$ cat src/rtl/real_adder_arbiter_if.sv
// real_adder_arbiter_if
// Bundles everything that passes between the requesters, the shared BBFAdd
// instance and the result consumer.
//   req_valid/req_ready   per-requester handshake (NREQ bits each)
//   req_a/req_b           packed operand pairs, requester i at [i*WIDTH +: WIDTH]
//   add_in1/add_in2       operands to the shared adder
//   add_out               combinational sum returned by the adder
//   rsp_valid/rsp_ready   result handshake
//   rsp_data/rsp_id       registered sum and the index of its requester
// slave  : the arbiter's view
// master : the environment's view (requesters, adder, consumer)
interface real_adder_arbiter_if #(
  parameter int NREQ  = 4,
  parameter int WIDTH = 64,
  parameter int IDW   = 2
);
  logic [NREQ-1:0]       req_valid;
  logic [NREQ-1:0]       req_ready;
  logic [NREQ*WIDTH-1:0] req_a;
  logic [NREQ*WIDTH-1:0] req_b;
  logic [WIDTH-1:0]      add_in1;
  logic [WIDTH-1:0]      add_in2;
  logic [WIDTH-1:0]      add_out;
  logic                  rsp_valid;
  logic                  rsp_ready;
  logic [WIDTH-1:0]      rsp_data;
  logic [IDW-1:0]        rsp_id;

  modport slave (
    input  req_valid, req_a, req_b, add_out, rsp_ready,
    output req_ready, add_in1, add_in2, rsp_valid, rsp_data, rsp_id
  );

  modport master (
    output req_valid, req_a, req_b, add_out, rsp_ready,
    input  req_ready, add_in1, add_in2, rsp_valid, rsp_data, rsp_id
  );
endinterface

$ cat src/rtl/real_adder_arbiter.sv
// real_adder_arbiter
// Round-robin arbiter sharing one combinational 64-bit floating-point adder
// between NREQ requesters. The winner's operands drive the adder and the sum
// is captured into a one-entry result register tagged with the winner index.
// Ports:
//   clk       rising-edge clock
//   reset     asynchronous, active-high
//   bus       real_adder_arbiter_if.slave (requests, adder, result)
//   op_count  number of issued operations, wraps modulo 2^CNTW
module real_adder_arbiter #(
  parameter int NREQ  = 4,
  parameter int WIDTH = 64,
  parameter int IDW   = 2,
  parameter int CNTW  = 32
) (
  input  logic                    clk,
  input  logic                    reset,
  real_adder_arbiter_if.slave     bus,
  output logic [CNTW-1:0]         op_count
);

  logic [IDW-1:0]    rr_ptr_reg;
  logic              rsp_valid_reg;
  logic [WIDTH-1:0]  rsp_data_reg;
  logic [IDW-1:0]    rsp_id_reg;
  logic [CNTW-1:0]   op_count_reg;

  logic [WIDTH-1:0]  a_arr [NREQ];
  logic [WIDTH-1:0]  b_arr [NREQ];

  logic              can_issue;
  logic              grant_valid;
  logic [2*NREQ-1:0] req_dbl;
  logic [NREQ-1:0]   req_rot;
  logic [IDW-1:0]    offset;
  logic [IDW:0]      grant_sum;
  logic [IDW-1:0]    grant_idx;
  logic [IDW:0]      ptr_inc;
  logic [IDW-1:0]    rr_ptr_next;

  genvar gi;
  generate
    for (gi = 0; gi < NREQ; gi++) begin : g_unpack
      assign a_arr[gi] = bus.req_a[gi*WIDTH +: WIDTH];
      assign b_arr[gi] = bus.req_b[gi*WIDTH +: WIDTH];
    end
  endgenerate

  assign can_issue   = !rsp_valid_reg || bus.rsp_ready;
  assign grant_valid = can_issue && (|bus.req_valid);

  // Rotate the request vector so that bit 0 is the rr_ptr requester; the
  // first set bit of the rotated vector is then the winner's distance from
  // rr_ptr.
  assign req_dbl = {bus.req_valid, bus.req_valid};
  assign req_rot = NREQ'(req_dbl >> rr_ptr_reg);

  always_comb begin
    offset = '0;
    for (int k = NREQ - 1; k >= 0; k--) begin
      if (req_rot[k]) begin
        offset = IDW'(k);
      end
    end
    // rr_ptr and offset are both below NREQ, so one subtraction wraps.
    grant_sum = {1'b0, rr_ptr_reg} + {1'b0, offset};
    if (grant_sum >= (IDW+1)'(NREQ)) begin
      grant_sum = grant_sum - (IDW+1)'(NREQ);
    end
    grant_idx = grant_sum[IDW-1:0];

    ptr_inc = {1'b0, grant_idx} + (IDW+1)'(1);
    if (ptr_inc == (IDW+1)'(NREQ)) begin
      rr_ptr_next = '0;
    end else begin
      rr_ptr_next = ptr_inc[IDW-1:0];
    end
  end

  always_comb begin
    bus.req_ready = '0;
    bus.add_in1   = '0;
    bus.add_in2   = '0;
    if (grant_valid) begin
      bus.req_ready[grant_idx] = 1'b1;
      bus.add_in1              = a_arr[grant_idx];
      bus.add_in2              = b_arr[grant_idx];
    end
  end

  always_ff @(posedge clk or posedge reset) begin
    if (reset) begin
      rr_ptr_reg    <= '0;
      rsp_valid_reg <= 1'b0;
      rsp_data_reg  <= '0;
      rsp_id_reg    <= '0;
      op_count_reg  <= '0;
    end else if (grant_valid) begin
      // A fire overwrites any result being drained in the same cycle.
      rsp_data_reg  <= bus.add_out;
      rsp_id_reg    <= grant_idx;
      rsp_valid_reg <= 1'b1;
      rr_ptr_reg    <= rr_ptr_next;
      op_count_reg  <= op_count_reg + CNTW'(1);
    end else if (rsp_valid_reg && bus.rsp_ready) begin
      rsp_valid_reg <= 1'b0;
    end
  end

  assign bus.rsp_valid = rsp_valid_reg;
  assign bus.rsp_data  = rsp_data_reg;
  assign bus.rsp_id    = rsp_id_reg;
  assign op_count      = op_count_reg;

endmodule

$ cat src/flat_wrapper.sv
// flat-port wrapper written by rule: the top's interface ports become plain ports
module real_adder_arbiter_flat 
#(
  parameter int NREQ  = 4,
  parameter int WIDTH = 64,
  parameter int IDW   = 2,
  parameter int CNTW  = 32
)
  (clk, reset, op_count, bus_req_valid, bus_req_a, bus_req_b, bus_add_out, bus_rsp_ready, bus_req_ready, bus_add_in1, bus_add_in2, bus_rsp_valid, bus_rsp_data, bus_rsp_id);
  real_adder_arbiter_if #(.NREQ(NREQ), .WIDTH(WIDTH), .IDW(IDW)) bus_i ();
  input  logic clk;
  input  logic reset;
  output logic [CNTW-1:0] op_count;
  input wire logic [$bits(bus_i.req_valid)-1:0] bus_req_valid;
  input wire logic [$bits(bus_i.req_a)-1:0] bus_req_a;
  input wire logic [$bits(bus_i.req_b)-1:0] bus_req_b;
  input wire logic [$bits(bus_i.add_out)-1:0] bus_add_out;
  input wire logic [$bits(bus_i.rsp_ready)-1:0] bus_rsp_ready;
  output wire logic [$bits(bus_i.req_ready)-1:0] bus_req_ready;
  output wire logic [$bits(bus_i.add_in1)-1:0] bus_add_in1;
  output wire logic [$bits(bus_i.add_in2)-1:0] bus_add_in2;
  output wire logic [$bits(bus_i.rsp_valid)-1:0] bus_rsp_valid;
  output wire logic [$bits(bus_i.rsp_data)-1:0] bus_rsp_data;
  output wire logic [$bits(bus_i.rsp_id)-1:0] bus_rsp_id;
  assign bus_i.req_valid = bus_req_valid;
  assign bus_i.req_a = bus_req_a;
  assign bus_i.req_b = bus_req_b;
  assign bus_i.add_out = bus_add_out;
  assign bus_i.rsp_ready = bus_rsp_ready;
  assign bus_req_ready = bus_i.req_ready;
  assign bus_add_in1 = bus_i.add_in1;
  assign bus_add_in2 = bus_i.add_in2;
  assign bus_rsp_valid = bus_i.rsp_valid;
  assign bus_rsp_data = bus_i.rsp_data;
  assign bus_rsp_id = bus_i.rsp_id;
  real_adder_arbiter #(.NREQ(NREQ), .WIDTH(WIDTH), .IDW(IDW), .CNTW(CNTW)) u_core (.clk(clk), .reset(reset), .bus(bus_i), .op_count(op_count));
endmodule
$ cat config.mk
export PLATFORM = sky130hd
export DESIGN_NAME = real_adder_arbiter_flat
export DESIGN_NICKNAME = d
export VERILOG_FILES = /design/src/rtl/real_adder_arbiter_if.sv /design/src/rtl/real_adder_arbiter.sv /design/src/flat_wrapper.sv
export SDC_FILE = /design/constraint.sdc
export NUM_CORES = 1
export LEC_CHECK = 0
export CAP_MARGIN = 20
export CORE_AREA = 2 2 314 316
export CTS_CLUSTER_SIZE = 28
export DETAILED_ROUTE_END_ITERATION = 10
export DIE_AREA = 0 0 316 318
export DONT_BUFFER_PORTS = 1
export GPL_ROUTABILITY_DRIVEN = 0
export GPL_TIMING_DRIVEN = 1
export PLACE_DENSITY = 0.3
export SLEW_MARGIN = 0
export SYNTH_ARGS = -nofsm -noshare
export SYNTH_HDL_FRONTEND = slang
export SYNTH_SLANG_ARGS = --single-unit
export TNS_END_PERCENT = 30
$ cat constraint.sdc
create_clock -name clk -period 4.1 [get_ports clk]
set_clock_uncertainty 0.1 [all_clocks]
set_input_delay 0.41 -clock clk [delete_from_list [all_inputs] [get_ports clk]]
set_output_delay 0.41 -clock clk [all_outputs]
set_load 0.03 [all_outputs]
# Yosys cells after proc, flatten, opt, wreduce, memory -nomap -nowiden
# Index checks and enable logic that the tools add are counted.
[word_totals]
latch_bits = 0
ram_bits = 0
wordCells = 42
n_memories = 0
rom_bits = 0
out_inout_bits = 231
register_bits = 101
[classes]
multipliers = 0
bitwise_logic = 1
addsub = 4
n_shift = 1
n_lt_le_gt_ge = 4
div_mod_pow = 0
n_eq_ne = 1
mux = 19
reduce_logical = 7
[ops]
columns = ["cell", "count"]
rows = [
  ["$mux W64", 6],
  ["$bmux W64 S2", 2],
  ["$add A32 B1 Y32 const B", 1],
  ["$mux W2", 6],
  ["$shr A8 B2 Y4", 1],
  ["$ge A3 B3 Y1 const B", 2],
  ["$mux W4", 1],
  ["$reduce_or A4 Y1", 1],
  ["$add A2 B1 Y3 const B", 1],
  ["$add A2 B2 Y3", 1],
  ["$eq A3 B3 Y1 const B", 1],
  ["$logic_and A1 B1 Y1", 3],
  ["$lt A2 B3 Y1 const B", 1],
  ["$mux W1", 3],
  ["$not A2 Y3", 1],
  ["$demux W1 S2", 1],
  ["$ge A2 B1 Y1 const B", 1],
  ["$reduce_bool A2 Y1", 1],
  ["$sub A2 B1 Y2 const B", 1],
  ["$logic_not A1 Y1", 1],
  ["$logic_or A1 B1 Y1", 1],
]

# Logic depth before layout (Yosys ltp)
# Gate-level depths: netlist of run 1.
[logic_depth]
word_depth = 13
depth_mapped = 12
depth_no_buf = 12

# Least setup slack after synthesis of run 1
# No wires, ideal clock.
[synth_timing]
path_kind = "register to output"
startpoint = "reg u_core.rr_ptr_reg[1]"
endpoint = "out bus_add_in2[34]"
required_ns = 3.590
t_arrival_ns = 2.812
setup_slack_ns = 0.778
stages_incl_launch_ff = 13
n_path_buf = 4
path_cell_list = "dfrtp_1 > buf_2 > o21ai_0 > a21oi_1 > nor3_1 > a21oi_1 > ha_1 > buf_2 > clkbuf_1 > buf_1 > mux2_2 > a22oi_1 > a21oi_1"
[synth_between]
elab_chain_len = 13
word_cells_on_any_way = 14
cone_classes = "add/sub (2); order compare (1); shift (1); mux (9); bitwise (1)"
[synth_rtl]
columns = ["element", "line_no", "text"]
rows = [
  ["start, declared", "real_adder_arbiter.sv:22", "logic [IDW-1:0] rr_ptr_reg;"],
  ["start signal, assigned", "real_adder_arbiter.sv:103", "rr_ptr_reg <= rr_ptr_next;"],
  ["$shr A8 B2 Y4", "real_adder_arbiter.sv:56", "assign req_rot = NREQ'(req_dbl >> rr_ptr_reg);"],
  ["$mux W2 (4 in a row)", "real_adder_arbiter.sv:61", "if (req_rot[k]) begin"],
  ["$add A2 B2 Y3 (*)", "real_adder_arbiter.sv:66", "grant_sum = {1'b0, rr_ptr_reg} + {1'b0, offset};"],
  ["$ge A3 B3 Y1 / $sub A2 B1 Y2 (equally long branches)", "real_adder_arbiter.sv:67, real_adder_arbiter.sv:68", ""],
  ["$mux W2 (*)", "real_adder_arbiter.sv:67", "if (grant_sum >= (IDW+1)'(NREQ)) begin"],
  ["named net u_core.grant_sum[0]", "real_adder_arbiter.sv:36", "logic [IDW:0] grant_sum;"],
  ["$not A2 Y3 (implied by the code) (*)", "real_adder_arbiter.sv:87", "bus.add_in2 = b_arr[grant_idx];"],
  ["$bmux W64 S2 (*)", "real_adder_arbiter.sv:87", ""],
  ["$mux W64 (implied by the code) (*) (2 in a row)", "real_adder_arbiter.sv:87", ""],
  ["$mux W64 (*)", "real_adder_arbiter.sv:84", "if (grant_valid) begin"],
  ["end, declared", "flat_wrapper.sv:21", "output wire logic [$bits(bus_i.add_in2)-1:0] bus_add_in2;"],
]
# Mark *: on every way through the listed nets, which the timed path passes. The rest lies on a longest branch. The select of a mux whose other input is x is not followed.

# Worst setup path after layout of run 1
[layout_timing]
startpoint = "reg u_core.rr_ptr_reg[1]"
endpoint = "out bus_add_in1[23]"
[layout_between]
elab_chain_len = 13
word_cells_on_any_way = 14
cone_classes = "add/sub (2); order compare (1); shift (1); mux (9); bitwise (1)"
[layout_rtl]
columns = ["element", "line_no", "text"]
rows = [
  ["$shr A8 B2 Y4", "real_adder_arbiter.sv:56", ""],
  ["$mux W2 (4 in a row)", "real_adder_arbiter.sv:61", ""],
  ["$add A2 B2 Y3 (*)", "real_adder_arbiter.sv:66", ""],
  ["$ge A3 B3 Y1 / $sub A2 B1 Y2 (equally long branches)", "real_adder_arbiter.sv:67, real_adder_arbiter.sv:68", ""],
  ["$mux W2 (*)", "real_adder_arbiter.sv:67", ""],
  ["named net u_core.grant_sum[0]", "real_adder_arbiter.sv:36", ""],
  ["$not A2 Y3 (implied by the code) (*)", "real_adder_arbiter.sv:86", "bus.add_in1 = a_arr[grant_idx];"],
  ["$bmux W64 S2 (*)", "real_adder_arbiter.sv:86", ""],
  ["$mux W64 (implied by the code) (*) (2 in a row)", "real_adder_arbiter.sv:86", ""],
  ["$mux W64 (*)", "real_adder_arbiter.sv:84", ""],
  ["end, declared", "flat_wrapper.sv:20", "output wire logic [$bits(bus_i.add_in1)-1:0] bus_add_in1;"],
]
# Marked as above.

==> impl_metrics.ini, run 1 <==
[sta]
fin_tns_setup_ns = 0
tightestPinTransition_ns = 0.944
finalSetupViolations = 0
min_period_ns = 3.85
drv_slew = 0
slew_headroom_pct = 36.6
rsz0062_at_grt = false
max_freq_mhz = 260
hold_viol = 9
period_share_pct = 94.0
timing.hold.ws_ns = -0.0149

[global_route]
grt_first_pass_wirelength_mm = 71.6
grt.total_usage_pct = 9.70
grt_start_max_net_pins = 73
antenna_found_initial = 26
grt_overflow_total = 0
grt_pass1_vias = 10095

[finish]
fin_cells = 2574
drive_gt1_share_pct = 46.3
final_cell_mix = mux2_2 (256), nand2_1 (212), buf_4 (172)
area_delta_synth_final_pct = 26.9
nets = 1853
postLayoutCoreUtil_pct = 14.5
final_common_cell = mux2_2
largest_register_ffs = 64

[power_and_ir_drop]
vdd_drop_max_mv = 0.571
power.density_mw_per_mm2 = 1140
finalPower_mw = 16.0
power.leakage_nw = 5.50

[die]
start_util_pct = 11.4
pin_count = 814
die_area_mm2 = 0.100
die-width_um = 316
fp.dieH_um = 318
core.rowCount = 115
core_mm2 = 0.0974

[detailed_routing]
wirelength_mm = 53.2
wl_per_cell_um = 20.7
drt_pass1_iterations = 7
via_per_inst = 4.02
drt_iter0_markers = 556
detail-route-antenna-nets = 0
vias = 10338
route.detailed.drc = 0

[synthesis]
synthCells = 1198
yosysUniqueCellTypes = 34
synth_nets = 1784
synth_seq_cells = 101
synth_area_per_cell_um2 = 9.27
synth-seq-area-share_pct = 22.8
syn-cell-area_mm2 = 0.0111
yosysWarnings = 0

[cts]
insertion_delay_ns = 0.36
cts_hold_buf = 0
cts_buffers = 9
cts_root_buf = clkbuf_16
cts_tree = done
clockBufferDepth = 2
path_clk_slew_ns = 0.07
cts_sinks = 101
htreeDepth = 3

[worst_setup_path]
worstSetupPathType = reg2out
crit_path_end_kind = primary output
crit_path_start_kind = register
cp_max_fo = 64
required_ns = 3.59
cp_data_arrival_time_ns = 3.34

[hold_path]
holdCritPathClass = in2async

[flow_run]
drv_cap = 0

[place]
placed_cells = 2540
dpl.hpwl_mm = 43.5
port_buffers = 0

[status]
status = finished, violations left
failed_checks = hold timing
cells by family (layout without fill, tap and decap cells):
kind of cell	count (synthesis)	count (layout)	synth area share (%)
compound gates	394	394	31.9
xor+xnor	34	34	2.68
fa+ha+maj	3	3	0.338
buf+inv	135	209	5.99
flops	101	101	22.8
mux	256	256	26.0
other cells	0	15	0
simple gates	275	275	10.4
cells in the mapped netlist:
master,instances,area (µm²)
mux2_2,256,2880
nand2_1,212,796
a21oi_1,130,651
a22oi_1,128,961
a221oi_2,120,1800
dfrtp_1,101,2530
clkbuf_1,77,289
buf_2,34,170
xnor2_1,24,210
buf_6,15,169
nor2_1,13,48.8
nand3_1,12,60.1
xor2_1,10,87.6
a221oi_1,8,70.1
and3_1,8,50.1
and4_1,6,52.6
nand4_1,6,37.5
inv_1,5,18.8
nor3_1,5,25.0
and2_1,4,25.0
nand2b_1,4,25.0
buf_1,3,11.3
ha_1,3,37.5
o21ai_0,3,15.0
o32ai_1,2,17.5
a2bb2oi_1,1,8.76
a32oi_1,1,8.76
buf_4,1,7.51
nand2_2,1,6.26
nor2_2,1,6.26
nor2b_1,1,6.26
nor4_1,1,6.26
o21a_1,1,7.51
or4_4,1,11.3
cell type report:
type	instances	area [µm²]
Antenna cell	15	37.5
Clock buffer	11	243
Clock inverter	5	58.8
Fill cell	11038	83300
Inverter	5	21.3
Multi-Input combinational cell	962	7970
Sequential cell	101	2530
Tap cell	1287	1610
Timing Repair Buffer	188	1630
what timing repair did:
| action | in CTS | in global routing |
|---|---|---|
| gates cloned | 1 | 1 |
| gates resized for setup | 1 | 1 |
| buffers inserted | 0 | 1 |
| pin swaps | 0 | 1 |
| endpoints found under the setup margin | 24 | 29 |
stage by stage:
step	setup WS (ns)	cell area (µm²)	hold slack, ns
after global placement	0.332	13700	0.419
after CTS	0.0820	14000	0.0220
after global routing	0.00944	14100	0.0194
final	0.247	14100	-0.0149
after floorplan	0.778	11100	0.415
after detailed placement	0.336	13700	0.421
critical path, cell delays in order (launching register included):
cell and delay [ns]:
dfrtp_1 0.51, o21ai_0 0.20, a21oi_1 0.08, nor3_1 0.19
a21oi_1 0.09, ha_4 0.45, buf_12 0.35, mux2_2 0.43
a221oi_2 0.27, a21oi_1 0.11, buf_4 0.23
routing by layer:
| layer | vias to the layer above | routed length [µm] | global-route usage, % |
|---|---|---|---|
| li1 | 4765 | - | - |
| met1 | 5031 | 20000 | 10.8 |
| met2 | 477 | 27100 | 17.5 |
| met3 | 55 | 5230 | 3.34 |
| met4 | 10 | 734 | 2.15 |
| met5 | - | 65 | 0 |
path summary, 6_finish.rpt:
kind | from | end | slack [ns] | cells after the start
setup / recovery | u_core.rr_ptr_reg[1] | bus_add_in1[23] | 0.25 | 10
hold / removal | reset | u_core.bus.rsp_data[7] | -0.01 | 1
setup reg to reg | u_core.op_count[12] | u_core.op_count[29] | 1.49 | 5
hold reg to reg | u_core.bus.rsp_data[47] | u_core.bus.rsp_data[47] | 0.58 | 2
max in group asynchronous | reset | u_core.bus.rsp_data[17] | 2.92 | 2
min in group clk | bus_add_out[30] | u_core.bus.rsp_data[30] | 0.05 | 2
power by group:
group / internal (mW) / switching [mW] / total, mW
combinational: 5.43 / 8.22 / 13.6
clock: 0.492 / 0.407 / 0.899
sequential: 1.11 / 0.386 / 1.50
Note: power is estimated with default switching activity, not from simulation.
==> run 2, diff against run 1 <==
Settings changed: CORE_AREA 2 2 314 316 to 2 2 312 314, CTS_CLUSTER_DIAMETER from default to 50, DIE_AREA 0 0 316 318 to 0 0 314 316.
==> run 2 against run 1 <==
- the run now ends clean
- sequential cell count did not move
- utilization grew 0.14 points
- sequential share of layout area is 0.085 points higher
- final area down 0.47%
- first-iteration DRC count increased by 20%
- global-route usage decreased by 0.20 points
- critical path depth unchanged
- clock power shrank 0.9%
==> impl_metrics.ini, run 2 (synthesized netlist as in run 1, its figures left out) <==
[status]
status = finished clean

[power_and_ir_drop]
pwr-share-seq_pct = 9.2
p_sw_share_pct = 56.1
vdd_drop_max_mv = 0.568
clock_power_share_pct = 5.6
switchingPower_mw = 8.95
power.density_mw_per_mm2 = 1140
power.leakage_nw = 5.46
p_int_mw = 7.01
p_comb_share_pct = 85.2

[global_route]
antenna_found_initial = 29
grt_pass1_vias = 10173
grt_start_max_net_pins = 110
grt_first_pass_wirelength_mm = 69.9
grt_overflow_total = 0
grt.total_usage_pct = 9.50

[worst_setup_path]
crit_path_start_kind = register
crit_path_end_kind = primary output
cp_max_fo = 75
required_ns = 3.59
cp_data_arrival_time_ns = 3.36
worstSetupPathType = reg2out

[finish]
nets = 1840
final_common_cell = mux2_2
area_delta_synth_final_pct = 26.3
final_area_mm2 = 0.0140
final_cell_mix = mux2_2 (256), nand2_1 (212), buf_4 (154)
largest_register_ffs = 64
drive_gt1_share_pct = 45.5
postLayoutCoreUtil_pct = 14.6

[sta]
min_period_ns = 3.87
drv_slew = 0
tightestPinTransition_ns = 0.806
fin_tns_setup_ns = 0
max_freq_mhz = 259
slew_headroom_pct = 45.9
rsz0062_at_grt = false
period_share_pct = 94.3
finalSetupViolations = 0
hold_viol = 0

[die]
die-width_um = 314
fp.dieH_um = 316
die_area_mm2 = 0.0992
core.rowCount = 114
pin_count = 814
start_util_pct = 11.6
core_mm2 = 0.0960

[cts]
cts_root_buf = clkbuf_16
insertion_delay_ns = 0.36
cts_buffers = 9
cts_tree = done
path_clk_slew_ns = 0.08
cts_setup_buffers = 0
cts_sinks = 101
htreeDepth = 3
clockBufferDepth = 2

[place]
port_buffers = 0
place_area_mm2 = 0.0136
dpl.hpwl_mm = 42.7

[detailed_routing]
drt_iter0_markers = 666
wl_per_cell_um = 20.8
drt_pass1_iterations = 5
detail-route-antenna-nets = 0
via_per_inst = 4.05
vias = 10307
wirelength_mm = 52.9
route.detailed.drc = 0

[hold_path]
holdCritPathClass = in2reg

[flow_run]
drv_cap = 0
-- run 2: path summary, 6_finish.rpt --
path | startpoint | endpoint | slack [ns] | cells after the start
min | bus_add_out[19] | u_core.bus.rsp_data[19] | 0.04 | 2
max in group asynchronous | reset | u_core.bus.rsp_data[56] | 2.50 | 3
min reg2reg | u_core.bus.rsp_data[57] | u_core.bus.rsp_data[57] | 0.58 | 2
min in group asynchronous | reset | u_core.bus.rsp_data[23] | 0.58 | 2
max reg2reg | u_core.rr_ptr_reg[1] | u_core.rr_ptr_reg[1] | 1.38 | 11
max | u_core.rr_ptr_reg[1] | bus_add_in1[63] | 0.23 | 10
-- run 2: through the flow --
| stage | hold slack, ns | power (mW) | cells | setup WS, ns |
|---|---|---|---|---|
| final | 0.0422 | 16.0 | 2548 | 0.234 |
| after global routing | 0.0251 | 17.0 | 2545 | 0.00384 |
| after CTS | 0.0194 | 15.9 | 2533 | 0.0185 |
| after detailed placement | 0.385 | 15.0 | 2516 | 0.438 |
| after global placement | 0.381 | 14.8 | 2516 | 0.377 |
| after floorplan | 0.415 | 10.9 | 1198 | 0.778 |
-- run 2: layer usage --
layer / global-route usage (%) / vias up / share of wire [%]
li1: - / 4744 / -
met1: 11.0 / 5040 / 39
met2: 16.8 / 443 / 51
met3: 3.01 / 68 / 7.9
met4: 2.45 / 12 / 1.7
met5: 0 / - / 0.13
-- run 2: area by class of cell --
cell class | instances | area (µm²)
antenna | 13 | 32.5
clock buffer | 11 | 233
clock inverter | 5 | 65.1
fill | 10915 | 82000
inverter | 5 | 21.3
multi-input combinational | 962 | 7960
sequential | 101 | 2530
tap | 1276 | 1600
timing repair buffer | 175 | 1590
-- run 2: repair_timing --
action | in CTS | in global routing
gates resized for setup | 0 | 2
hold buffers | 1 | 0
hold endpoints to repair | 12 | 0
endpoints found under the setup margin | 0 | 44
-- run 2: power by group through the flow --
| stage | registers (mW) | clock network (mW) | logic, mW |
|---|---|---|---|
| floorplan | 1.43 | 0 | 9.44 |
| finish | 1.48 | 0.891 | 13.6 |
| global placement | 1.50 | 0 | 13.3 |
| CTS | 1.48 | 0.939 | 13.5 |
| global route | 1.49 | 0.975 | 14.5 |
| detailed placement | 1.50 | 0 | 13.5 |
-- run 2: worst max-delay path, cell delays in order (launching register included) --
cell and delay (ns):
dfrtp_1 0.50, o21ai_0 0.19, a21oi_1 0.09, nor3_1 0.18
a21oi_1 0.09, ha_4 0.42, buf_16 0.34, mux2_2 0.51
a221oi_1 0.27, a21oi_1 0.09, buf_4 0.20
==> run 3, diff against run 2 <==
Settings changed: GPL_TIMING_DRIVEN 1 to 0, TNS_END_PERCENT 30 to 50.
==> run 3 against run 2 <==
- non-clock buffer count down 40
- sequential cell count unchanged
- critical path depth down 4
- power up 5.3%
- critical path type unchanged
- largest power group unchanged
==> impl_metrics.ini, run 3 (synthesized netlist as in run 1, its figures left out) <==
[place]
port_buffers = 0
dpl.hpwl_mm = 56.2
placed_cells = 2477
place_area_mm2 = 0.0128

[worst_setup_path]
cp_max_fo = 10
crit_path_start_kind = register
reg2reg_depth = 12
worstSetupPathType = reg2out
crit_end = bus_add_in1[11]
crit_path_start = u_core.rr_ptr_reg[0]
reg2reg_to = u_core.rr_ptr_reg[1]
rr_startpoint = u_core.rr_ptr_reg[1]
r2r_setup_slack_ns = 1.54
cp_data_arrival_time_ns = 3.38
required_ns = 3.59
crit_path_end_kind = primary output

[flow_run]
drv_cap = 0

[global_route]
grt_first_pass_wirelength_mm = 87.1
grt.total_usage_pct = 12.4
grt_overflow_total = 0
antenna_found_initial = 37
grt_start_max_net_pins = 58
grt_pass1_vias = 10788

[die]
die-width_um = 314
core_mm2 = 0.0960
core.rowCount = 114
start_util_pct = 11.6
die_area_mm2 = 0.0992
fp.dieH_um = 316
pin_count = 814

[finish]
largest_register_ffs = 64
nets = 1800
final_area_mm2 = 0.0143
final_cell_mix = mux2_2 (256), nand2_1 (212), a22oi_1 (125)
fin_cells = 2520
multi_input_area_mm2 = 0.00885
area_delta_synth_final_pct = 28.3
drive_gt1_share_pct = 51.8
layout.area.seq_mm2 = 0.00253
num-fill-cells = 10908
final_common_cell = mux2_2

[detailed_routing]
wl_per_cell_um = 26.5
drt_iter0_markers = 661
route.detailed.drc = 0
vias = 10805
drt_pass1_iterations = 5
detail-route-antenna-nets = 0
via_per_inst = 4.29
wirelength_mm = 66.8

[sta]
drv_slew = 0
tightestPinTransition_ns = 1.30
hold_viol = 0
max_freq_mhz = 257
min_period_ns = 3.89
finalSetupViolations = 0
period_share_pct = 95.0
fin_tns_setup_ns = 0
slew_headroom_pct = 13.4
rsz0062_at_grt = true

[power_and_ir_drop]
vdd_drop_max_mv = 0.551
finalPower_mw = 16.8
power.leakage_nw = 5.13
power.density_mw_per_mm2 = 1180

[status]
status = finished clean

[cts]
cts_root_buf = clkbuf_16
path_clk_slew_ns = 0.07
insertion_delay_ns = 0.36
clockBufferDepth = 2
cts_buffers = 9
cts_sinks = 101
htreeDepth = 3
cts_tree = done

[hold_path]
holdCritPathClass = in2reg
holdPathStages = 2
-- run 3: changes by cell type in the layout (fill, tap and decap cells not counted), sizes merged --
cell      before  now
buf          172   59
clkbuf        13   88
diode         13   25
inv            8    5
bufinv         1    0
clkinv         1    2
clkinvlp       0    1
-- run 3: repair_timing --
| item | 4_1_cts | 5_1_grt |
|---|---|---|
| pin swaps | 0 | 1 |
| hold buffers | 1 | 0 |
| buffers inserted | 0 | 2 |
| setup endpoints to repair | 131 | 126 |
| resized for setup | 205 | 125 |
| endpoints found under the hold margin | 44 | 0 |
-- run 3: through the flow --
step | util (%) | hold slack, ns | setup WS [ns]
3_5_place_dp | 13.3 | 0.311 | -1.26
3_3_place_gp | 13.2 | 0.420 | -1.48
4_1_cts | 14.3 | 0.0260 | 0.00101
6_report | 14.9 | 0.0467 | 0.207
2_1_floorplan | - | 0.415 | 0.778
5_1_grt | 14.8 | 0.0338 | -0.0277
-- run 3: layout make-up --
type,count,share of cell area [%]
diodes,25,0.439
plain buffers,129,5.93
clock buffers,13,1.76
clock inverters,3,0.149
inverters,5,0.149
multi-input cells,962,62.1
flip-flops and latches,101,17.7
well taps,1276,11.2
repair buffers,6,0.553
-- run 3: worst min-delay path by stage --
stage,startpoint,end,slack (ns)
finish,bus_add_out[33],u_core.bus.rsp_data[33],0.05
global route,bus_add_out[63],u_core.bus.rsp_data[63],0.03
global placement,bus_add_out[1],u_core.bus.rsp_data[1],0.42
floorplan,bus_add_out[0],u_core.bus.rsp_data[0],0.42
CTS,bus_add_out[63],u_core.bus.rsp_data[63],0.03
detailed placement,reset,u_core.bus.rsp_data[26],0.31
-- run 3: per-layer routing --
| layer | vias to the layer above | track usage [%] | share of wire, % |
|---|---|---|---|
| met3 | 86 | 3.95 | 8.0 |
| met5 | - | 0.663 | 0.11 |
| li1 | 4688 | - | - |
| met4 | 12 | 2.68 | 1.9 |
| met2 | 538 | 20.9 | 49 |
| met1 | 5481 | 15.2 | 41 |
-- run 3: where the power goes --
part / switching, mW / internal (mW) / total (mW)
clock network: 0.389 / 0.430 / 0.818
registers: 0.366 / 1.11 / 1.48
logic: 9.76 / 4.76 / 14.5
-- run 3: worst max-delay path, cell delays in order (launching register included) --
cell,delay (ns)
dfrtp_1,0.47
nand2b_1,0.11
o32ai_1,0.09
a32oi_2,0.52
buf_2,0.49
clkbuf_1,1.00
a21oi_2,0.31
